$ cat config.mk
export PLATFORM = sky130hd
export DESIGN_NAME = fifo_pkt
export DESIGN_NICKNAME = d
export VERILOG_FILES = /design/src/rtl/fifo_pkg.sv /design/src/rtl/fifo_ram.sv /design/src/rtl/fifo_pkt.sv
export SDC_FILE = /design/constraint.sdc
export NUM_CORES = 1
export LEC_CHECK = 0
export CAP_MARGIN = 20
export CORE_MARGIN = 4
export CORE_UTILIZATION = 45
export CTS_BUF_LIST = sky130_fd_sc_hd__clkbuf_8
export CTS_CLUSTER_SIZE = 10
export DETAILED_ROUTE_END_ITERATION = 8
export SETUP_SLACK_MARGIN = 0.5
export SYNTH_ARGS = -nofsm -noshare
export SYNTH_HDL_FRONTEND = slang
export SYNTH_HIERARCHICAL = 1
export SYNTH_SLANG_ARGS = --single-unit
$ cat constraint.sdc
create_clock -name CLK -period 4.01 [get_ports CLK]
set_input_delay 0.802 -clock CLK [delete_from_list [all_inputs] [get_ports CLK]]
set_output_delay 0.802 -clock CLK [all_outputs]
set_load 0.005 [all_outputs]
$ cat src/rtl/fifo_pkg.sv
// fifo_pkg: sizing helpers shared by the fifo_pkt slice.
//   clogb2(v)        bits needed to represent v (clogb2(4) = 3, clogb2(0) = 0)
//   actual_depth(d)  ACTUAL_DEPTH = 2**clogb2(d-1)
//   ptr_width(d)     PW = clogb2(d-1) + 1; the pointer MSB is the wrap bit
package fifo_pkg;

  function automatic int unsigned clogb2(input int unsigned value);
    int unsigned v;
    int unsigned r;
    v = value;
    r = 0;
    while (v > 0) begin
      r = r + 1;
      v = v >> 1;
    end
    return r;
  endfunction

  function automatic int unsigned actual_depth(input int unsigned depth);
    return 32'd1 << clogb2(depth - 1);
  endfunction

  function automatic int unsigned ptr_width(input int unsigned depth);
    return clogb2(depth - 1) + 1;
  endfunction

endpackage

$ cat src/rtl/fifo_ram.sv
// fifo_ram: simple dual-port storage for fifo_pkt.
//   CLK    write clock
//   WE     write enable; WDATA is stored at WADDR on the rising edge
//   WADDR  write address
//   WDATA  write word
//   RADDR  read address
//   RDATA  asynchronous read of mem[RADDR]
// Contents are not reset.
module fifo_ram #(
  parameter int unsigned WIDTH = 9,
  parameter int unsigned AW    = 5
) (
  input  logic             CLK,
  input  logic             WE,
  input  logic [AW-1:0]    WADDR,
  input  logic [WIDTH-1:0] WDATA,
  input  logic [AW-1:0]    RADDR,
  output logic [WIDTH-1:0] RDATA
);

  logic [WIDTH-1:0] mem [1 << AW];

  always_ff @(posedge CLK) begin
    if (WE) mem[WADDR] <= WDATA;
  end

  assign RDATA = mem[RADDR];

endmodule

$ cat src/rtl/fifo_pkt.sv
// fifo_pkt: single-clock first-word-fall-through FIFO with occupancy count,
// almost-full/almost-empty flags, sticky error flags and optional packet mode.
//   CLK, RESETN      clock, asynchronous active-low reset
//   DIN, DIN_LAST    write word and its frame-end marker (stored together)
//   WE               write request (accepted when !FULL)
//   WR_DROP          packet mode: discard the uncommitted frame
//   FULL             no free entry (counts uncommitted words)
//   ALMOST_FULL      write-side occupancy >= AFULL_THRESH
//   DOUT, DOUT_LAST  head word, valid while NOT_EMPTY
//   RE               pop the head word (accepted when NOT_EMPTY)
//   NOT_EMPTY        at least one committed word present
//   ALMOST_EMPTY     DATA_COUNT <= AEMPTY_THRESH
//   DATA_COUNT       committed, unread words
//   OVERFLOW         sticky: write attempted while FULL
//   UNDERFLOW        sticky: read attempted while empty
//   CLR_ERR          synchronous clear of both sticky flags (set wins)
// DEPTH must be at least 2.
module fifo_pkt
  import fifo_pkg::*;
#(
  parameter int unsigned WIDTH         = 8,
  parameter int unsigned DEPTH         = 32,
  parameter int unsigned AFULL_THRESH  = actual_depth(DEPTH) - 2,
  parameter int unsigned AEMPTY_THRESH = 2,
  parameter bit          PACKET_MODE   = 1'b0
) (
  input  logic                         CLK,
  input  logic                         RESETN,
  input  logic [WIDTH-1:0]             DIN,
  input  logic                         DIN_LAST,
  input  logic                         WE,
  input  logic                         WR_DROP,
  output logic                         FULL,
  output logic                         ALMOST_FULL,
  output logic [WIDTH-1:0]             DOUT,
  output logic                         DOUT_LAST,
  input  logic                         RE,
  output logic                         NOT_EMPTY,
  output logic                         ALMOST_EMPTY,
  output logic [ptr_width(DEPTH)-1:0]  DATA_COUNT,
  output logic                         OVERFLOW,
  output logic                         UNDERFLOW,
  input  logic                         CLR_ERR
);

  localparam int unsigned ACTUAL_DEPTH = actual_depth(DEPTH);
  localparam int unsigned PW           = ptr_width(DEPTH);
  localparam int unsigned AW           = PW - 1;
  localparam logic [PW-1:0] DEPTH_P    = PW'(ACTUAL_DEPTH);

  logic [PW-1:0]  wp, wc, rp;
  logic [PW-1:0]  wp_d, wc_d, rp_d;
  logic [PW-1:0]  wocc_d, rocc_d;
  logic           wr_ok, rd_ok, drop, ram_we, bypass;
  logic [WIDTH:0] ram_rd, head_d;

  always_comb begin
    wr_ok  = WE & ~FULL;
    rd_ok  = RE & NOT_EMPTY;
    drop   = WR_DROP & PACKET_MODE;
    wp_d   = drop ? wc : wp + PW'(wr_ok);
    if (PACKET_MODE) wc_d = (wr_ok & DIN_LAST & ~drop) ? wp_d : wc;
    else             wc_d = wp_d;
    rp_d   = rp + PW'(rd_ok);
    wocc_d = wp_d - rp_d;
    rocc_d = wc_d - rp_d;
    ram_we = wr_ok & ~drop;
    // A write landing on the next head address can only happen when the
    // FIFO is otherwise empty, so the incoming word is the new head.
    bypass = ram_we & (wp[AW-1:0] == rp_d[AW-1:0]);
    head_d = bypass ? {DIN_LAST, DIN} : ram_rd;
  end

  fifo_ram #(
    .WIDTH (WIDTH + 1),
    .AW    (AW)
  ) u_ram (
    .CLK   (CLK),
    .WE    (ram_we),
    .WADDR (wp[AW-1:0]),
    .WDATA ({DIN_LAST, DIN}),
    .RADDR (rp_d[AW-1:0]),
    .RDATA (ram_rd)
  );

  always_ff @(posedge CLK or negedge RESETN) begin
    if (!RESETN) begin
      wp           <= '0;
      wc           <= '0;
      rp           <= '0;
      FULL         <= 1'b0;
      ALMOST_FULL  <= 1'b0;
      NOT_EMPTY    <= 1'b0;
      ALMOST_EMPTY <= 1'b1;
      DATA_COUNT   <= '0;
      DOUT         <= '0;
      DOUT_LAST    <= 1'b0;
      OVERFLOW     <= 1'b0;
      UNDERFLOW    <= 1'b0;
    end else begin
      wp           <= wp_d;
      wc           <= wc_d;
      rp           <= rp_d;
      FULL         <= (wocc_d == DEPTH_P);
      ALMOST_FULL  <= (32'(wocc_d) >= AFULL_THRESH);
      NOT_EMPTY    <= (wc_d != rp_d);
      ALMOST_EMPTY <= (32'(rocc_d) <= AEMPTY_THRESH);
      DATA_COUNT   <= rocc_d;
      // Head register only follows the RAM while a committed word exists;
      // otherwise it keeps the last word presented.
      if (wc_d != rp_d) {DOUT_LAST, DOUT} <= head_d;
      OVERFLOW     <= (WE & FULL) | (OVERFLOW & ~CLR_ERR);
      UNDERFLOW    <= (RE & ~NOT_EMPTY) | (UNDERFLOW & ~CLR_ERR);
    end
  end

endmodule

==> out/qor.yml, run 1 <==
crit_chain: "dlygate4sd2_1 > and2_4 > ha_4 > ha_2 > xnor2_2 > inv_4 > buf_12 > buf_16 > mux4_2 > mux4_2 > mux2_2 > mux2_4 > mux2_2"
synth_area_leader_cell: "edfxtp_1"
io_pins: 36
cts_tree: "built"
netlist_top_cells_count: "288 x edfxtp_1, 90 x mux4_2, 37 x nor2_1"
synthArstFlopShare_pct: 10.3
vias_per_cell: 5.49
power_density_nw_per_um2: 809
finalCritPeriodShare_pct: 84.9
routedWlPerCell_um: 23.8
grt_pass1_wl_um: 41700
fin_hold_ws_ns: 0.499
vdd_ir_drop_max_v: 0.000314
wl_um: 27400
syn_area_um2: 12900
diodes: 0
crit_path_end_kind: "register"
place_congestion: 0.810
worstSetupPathType: "in2reg"
ys.flop_type: "edfxtp_1"
synth.most_common_cell: "edfxtp_1"
drtIter0Drc: 378
grt_util_all_layers_pct: 17.9
postCtsHoldBufs: 0
ys_ff_latch: 321
core_region_area_um2: 28000
status: "complete, no violations"
rsz0062_at_grt: "no"
dpl.hpwl_um: 17700
hold_viol: 0
finalSetupTns_ns: 0
synthTopCellsByArea: "edfxtp_1 67%, mux4_2 16%, dfrtp_1 6.2%"
die_w_um: 177
portBuffers: 34
layout-drive-gt1-share_pct: 33.2
cts_root_buf: "clkbuf_8"
clkLatencyLatePin_ns: 0.56
final_antenna_net_count: 0
p_leak_nw: 5.08
first_global_vias: 6723
syn_inst: 607
grt_max_degree: 34
drv_cap: 0
syn_nets: 631
hp-class: "reg2reg"
critPathMaxFanout: 20
synth_top_area_share_pct: 67.0
clkTransAtPathRegs_ns: 0.07
die_area_um2: 31500
ff2ff_setup_slack_ns: 0.74
grtUsageMet2_pct: 28.9
synth_edf_count: 288
fin_nets: 756
crit_path_max_incr_delay_ns: 0.48
cp.arrival_ns: 3.83
drt-pass1-iter-count: 5
fp.dieH_um: 177
power.total_mw: 12.2
top_usage_layer: "met2"
clock_sinks: 321
fillers: 2171
fmax_mhz: 294
cts_buffer_depth: 3
tightest_slew_ns: 0.879
numCtsBuffers: 48
antenna_found_initial: 0
required_ns: 4.44
grtUsageMet3_pct: 2.81
synth.distinct_cells: 53
grt-ovfl-total: 0
drc: 0
h-tree-depth: 2
areaGrowthSynthToFinish_pct: 17.3
cp_slowest_cell: "mux4_2"
relSlewSlack_pct: 41.2
start_kind: "input pin"
vias: 6308
rows: 61
final_max_slew_viol_count: 0
initial_core_util_pct: 46.1
layout_min_cycle_time_ns: 3.41
synth_area_per_cell_um2: 21.3
ys.warnings.count: 6
worst_clock_skew_ns: 0.0246
grt_util_met1_pct: 26.0
setup_violations: 0
seq_area_frac_synth_pct: 73.4
-- flip-flops by register name, summed over array words and instances (netlist names), 6 cells and up --
name and flops:
DOUT 8, DATA_COUNT 6, rp 6, wp 6, u_ram/mem 288
-- worst paths after layout --
kind / cells after the start / startpoint / end
worst min register to register: 1 / NOT_EMPTY / UNDERFLOW
worst min-delay path: 1 / NOT_EMPTY / UNDERFLOW
worst max-delay path: 13 / RE / DOUT[3]
worst max register to register: 12 / NOT_EMPTY / DOUT[3]
min in group asynchronous: 2 / RESETN / DOUT_LAST
max in group asynchronous: 2 / RESETN / ALMOST_EMPTY
-- layer usage --
metal  wire [um]  vias up
met3        1570       31
met5           0        -
met4         425        0
met2       13400      196
li1            -     2761
met1       11900     3320
-- stage by stage --
stage          worst slack (ns)  std cells  utilization [%]  instance area (um^2)
2_1_floorplan             0.505        607                -                 13000
3_3_place_gp             -0.201       1056             50.6                 14200
3_5_place_dp             -0.239       1056             50.6                 14200
4_1_cts                   0.502       1148             54.0                 15100
5_1_grt                   0.529       1148             54.0                 15100
6_report                  0.605       1148             54.0                 15100
-- placed cells by master, fill, tap and decap left out, types with 2 or more instances in the layout --
cell             count
clkinv_1            22
o311ai_1             2
nand3_1              6
nand2_1              5
mux2_2              18
buf_4               54
nor2_1              37
mux2_4               9
inv_1               25
or3_1                4
clkbuf_8            48
o21a_1               2
buf_16               2
edfxtp_1           288
xor2_1               7
xnor2_1              9
nand3b_1             5
or3b_2               3
nor3_1               2
dfrtp_1             32
nand4_1              3
clkinv_2             7
o211ai_1             3
clkdlybuf4s50_1     33
mux4_2              90
o21ai_0              3
ha_1                 6
a211oi_1             2
buf_12              10
-- logic make-up (layout without fill, tap and decap cells) --
family,count (synthesis),in the layout,share of synthesized area [%]
flops,321,321,73.4
mux,117,117,18.3
simple gates,73,73,2.85
buf+inv,44,207,1.59
compound gates,24,24,1.45
xor+xnor,18,18,1.39
fa+ha+maj,10,10,1.01
-- layout make-up --
cell class,instances,area [um^2],area share (%)
flip-flops and latches,321,9480,62.6
inverters,19,73.8,0.488
repair buffers,100,1000,6.60
well taps,378,473,3.12
multi-input cells,242,3260,21.5
clock inverters,40,194,1.28
clock buffers,48,661,4.36
-- power breakdown --
group	internal, mW	leakage, nW	switching (mW)	total (mW)
Combinational	3.01	1.63	2.62	5.63
Sequential	4.04	2.98	0.194	4.24
Clock	1.19	0.472	1.19	2.38
Total	8.23	5.08	4.01	12.2
-- critical path: cells and delay by family --
family / cells / cell delay, ns
buffers and inverters: 4 / 0.66
adders and majority gates: 2 / 0.36
and+or+nand+nor: 1 / 0.17
muxes: 5 / 1.63
xor gates and xnor gates: 1 / 0.20
-- repair_timing --
action	4_1_cts	5_1_grt
gates resized for setup	6	3
gates cloned	2	0
pin swaps	1	0
setup buffers	2	0
endpoints found under the setup margin	10	1
(Power assumes the default switching activity.)
==> run 2: changes to the inputs <==
==> constraint.sdc (replaced) <==
create_clock -name CLK -period 3.19 [get_ports CLK]
set_input_delay 0.638 -clock CLK [delete_from_list [all_inputs] [get_ports CLK]]
set_output_delay 0.638 -clock CLK [all_outputs]
set_load 0.005 [all_outputs]
==> run 2 against run 1 <==
  * The run now ends with negative setup slack left
  * Global-route usage increased by 3.1 points
  * Largest power group unchanged
  * Total power grew 46%
  * Critical path depth shrank 1
  * Worst hold slack got worse by 0.037 ns
  * Sequential power rose by 27%
  * Via count rose by 9.6%
  * Largest cell class unchanged
  * Final cell count increased by 5.7%
==> out/qor.yml, run 2 (synthesis results as in run 1) <==
final_antenna_net_count: 0  # unchanged
largestRegisters: "u_ram/mem: 288 flops, DOUT: 8 flops"  # unchanged
grtUsageMet3_pct: 4.88  # was 2.81%
clkLatencyLatePin_ns: 0.59  # was 0.56 ns
grt_util_all_layers_pct: 21.0  # was 17.9%
layout-drive-gt1-share_pct: 41.0  # was 33.2%
reg2regPathDepth: 12  # unchanged
utilization_pct: 57.6  # was 54.0%
die_area_um2: 31500  # unchanged
drv_cap: 0  # unchanged
final_cell_mix: "288 x edfxtp_1, 95 x buf_4, 90 x mux4_2"  # was 288 x edfxtp_1, 90 x mux4_2, 54 x buf_4
postCtsHoldBufs: 0  # unchanged
initial_core_util_pct: 46.1  # unchanged
wl_um: 31900  # was 27400 um
crit_family: "multiplexers"  # unchanged
fin_nets: 816  # was 756
fillers: 2110  # was 2171
rows: 61  # unchanged
vdd_ir_drop_max_v: 0.000485  # was 0.000314 V
crit_end: "DOUT[5]"  # was DOUT[3]
h-tree-depth: 2  # unchanged
worstSetupPathType: "reg2reg"  # was in2reg
critPathMaxFanout: 5  # was 20
rsz0062_at_grt: "yes"  # was no
finalCritPeriodShare_pct: 100
place_congestion: 0.807  # was 0.810
worst-path-buf-inv: 3  # was 4
grt_pass1_wl_um: 47700  # was 41700 um
tightest_slew_ns: 0.903  # was 0.879 ns
violations: "negative setup slack"
cts_root_buf: "clkbuf_8"  # unchanged
stdcell_count: 1213  # was 1148
drc: 0  # unchanged
core_region_area_um2: 28000  # unchanged
worst_clock_skew_ns: 0.0250  # was 0.0246 ns
r2r_end: "DOUT[5]"  # was DOUT[3]
vias: 6912  # was 6308
clock_sinks: 321  # unchanged
clkTransAtPathRegs_ns: 0.06  # was 0.07 ns
grt-ovfl-total: 0  # unchanged
areaGrowthSynthToFinish_pct: 25.0  # was 17.3%
cp_slowest_cell: "mux4_2"  # unchanged
cts_tree: "built"  # unchanged
r2r-start: "NOT_EMPTY"  # unchanged
antenna_found_initial: 1  # was 0
drt-pass1-iter-count: 5  # unchanged
numCtsBuffers: 52  # was 48
ff2ff_setup_slack_ns: -0.01  # was 0.74 ns
fp.dieH_um: 177  # unchanged
final_common_cell: "edfxtp_1"  # unchanged
first_global_vias: 7184  # was 6723
critPathLaunch: "NOT_EMPTY"  # was RE
relSlewSlack_pct: 39.6  # was 41.2%
die_w_um: 177  # unchanged
cts_buffer_depth: 3  # unchanged
final_max_slew_viol_count: 0  # unchanged
status: "finished, violations left"  # was complete, no violations
top_register: "u_ram/mem"  # unchanged
vias_per_cell: 5.70  # was 5.49
layout_setup_ws_ns: -0.0125  # was 0.605 ns
largest_register_ffs: 288  # unchanged
required_ns: 3.66  # was 4.44 ns
crit_path_max_incr_delay_ns: 0.51  # was 0.48 ns
grt_util_met1_pct: 30.7  # was 26.0%
dp.cells: 1099  # was 1056
drtIter0Drc: 652  # was 378
dpl.hpwl_um: 20000  # was 17700 um
fin_hold_ws_ns: 0.462  # was 0.499 ns
power_density_nw_per_um2: 1110  # was 809 nW/um^2
start_kind: "register"  # was input pin
cp.arrival_ns: 3.67  # was 3.83 ns
grtUsageMet2_pct: 32.6  # was 28.9%
routedWlPerCell_um: 26.3  # was 23.8 um
top_usage_layer: "met2"  # unchanged
io_pins: 36  # unchanged
worstSetupPathDepth: 12  # was 13
crit_path_end_kind: "register"  # unchanged
fmax_mhz: 312
crit_chain: "and2_4 > ha_4 > ha_4 > xnor2_4 > inv_4 > buf_12 > buf_16 > mux4_2 > mux4_2 > mux2_4 > mux2_4 > mux2_2"  # was dlygate4sd2_1 > and2_4 > ha_4 > ha_2 > xnor2_2 > inv_4 > buf_12 > buf_16 > mux4_2 > mux4_2 > mux2_2 > mux2_4 > mux2_2
p_leak_nw: 5.59  # was 5.08 nW
hold_viol: 0  # unchanged
portBuffers: 34  # unchanged
grt_max_degree: 34  # unchanged
hp-class: "in2reg"  # was reg2reg
layout_min_cycle_time_ns: 3.20
setup_violations: 3  # was 0
==> run 2: cell types whose count changed in the layout (fill, tap and decap cells not counted), moves of 4 or more <==
cell,before,now
buf_12,10,17
buf_16,2,7
buf_4,54,95
clkbuf_8,48,52
ha_1,6,1
ha_4,1,7
mux2_2,18,5
mux2_4,9,22
xnor2_1,9,5
==> run 2: worst min-delay path by stage <==
stage                    from          end  slack, ns  cells after the start
floorplan              RESETN  ALMOST_FULL       0.34                      0
global placement    NOT_EMPTY    UNDERFLOW       0.48                      1
detailed placement  NOT_EMPTY    UNDERFLOW       0.49                      1
CTS                        WE     OVERFLOW       0.44                      3
global route               RE    UNDERFLOW       0.46                      3
finish                     WE     OVERFLOW       0.46                      3
==> run 2: area by class of cell <==
class                      instances  area [um^2]  share of cell area (%)
inverter                          19         73.8                   0.458
multi-input combinational        242         3560                    22.1
timing repair buffer             156         1620                    10.0
clock buffer                      52          716                    4.44
clock inverter                    44          219                    1.36
tap                              378          473                    2.93
sequential                       321         9480                    58.7
antenna                            1         2.50                  0.0155
==> run 2: stage by stage <==
stage | total power, mW | area (um^2) | setup WS (ns) | setup TNS (ns)
finish | 17.9 | 16100 | -0.0125 | -0.0277
global route | 18.9 | 16100 | -0.0894 | -0.565
CTS | 17.7 | 16000 | -0.0186 | -0.0591
detailed placement | 13.3 | 14600 | -0.869 | -8.89
global placement | 13.2 | 14600 | -0.873 | -8.69
floorplan | 10.3 | 13100 | -0.111 | -0.901
==> run 2: worst register-to-register path, cell delays in order, from the launching register on <==
cell and delay (ns):
dfrtp_1 0.38, and2_4 0.15, ha_4 0.16, ha_4 0.17, xnor2_4 0.17, inv_4 0.10, buf_12 0.15, buf_16 0.14
mux4_2 0.35, mux4_2 0.51, mux2_4 0.28, mux2_4 0.26, mux2_2 0.26
==> run 2: power breakdown <==
group	internal (mW)	switching [mW]	total, mW
clock network	1.61	1.59	3.21
logic	5.42	3.94	9.36
registers	5.08	0.285	5.37
total	12.1	5.82	17.9
==> run 2: per-layer routing <==
metal  vias up  routed length (um)
met5         -                   0
met3        49                2590
met2       286               15200
met4         0                 592
met1      3685               13600
li1       2892                   -
==> run 2: what timing repair did <==
item,CTS,global route
resized for setup,50,12
cloned,6,0
pin swaps,6,3
buffers inserted,8,3
setup endpoints to repair,14,14
hold endpoints to repair,0,0
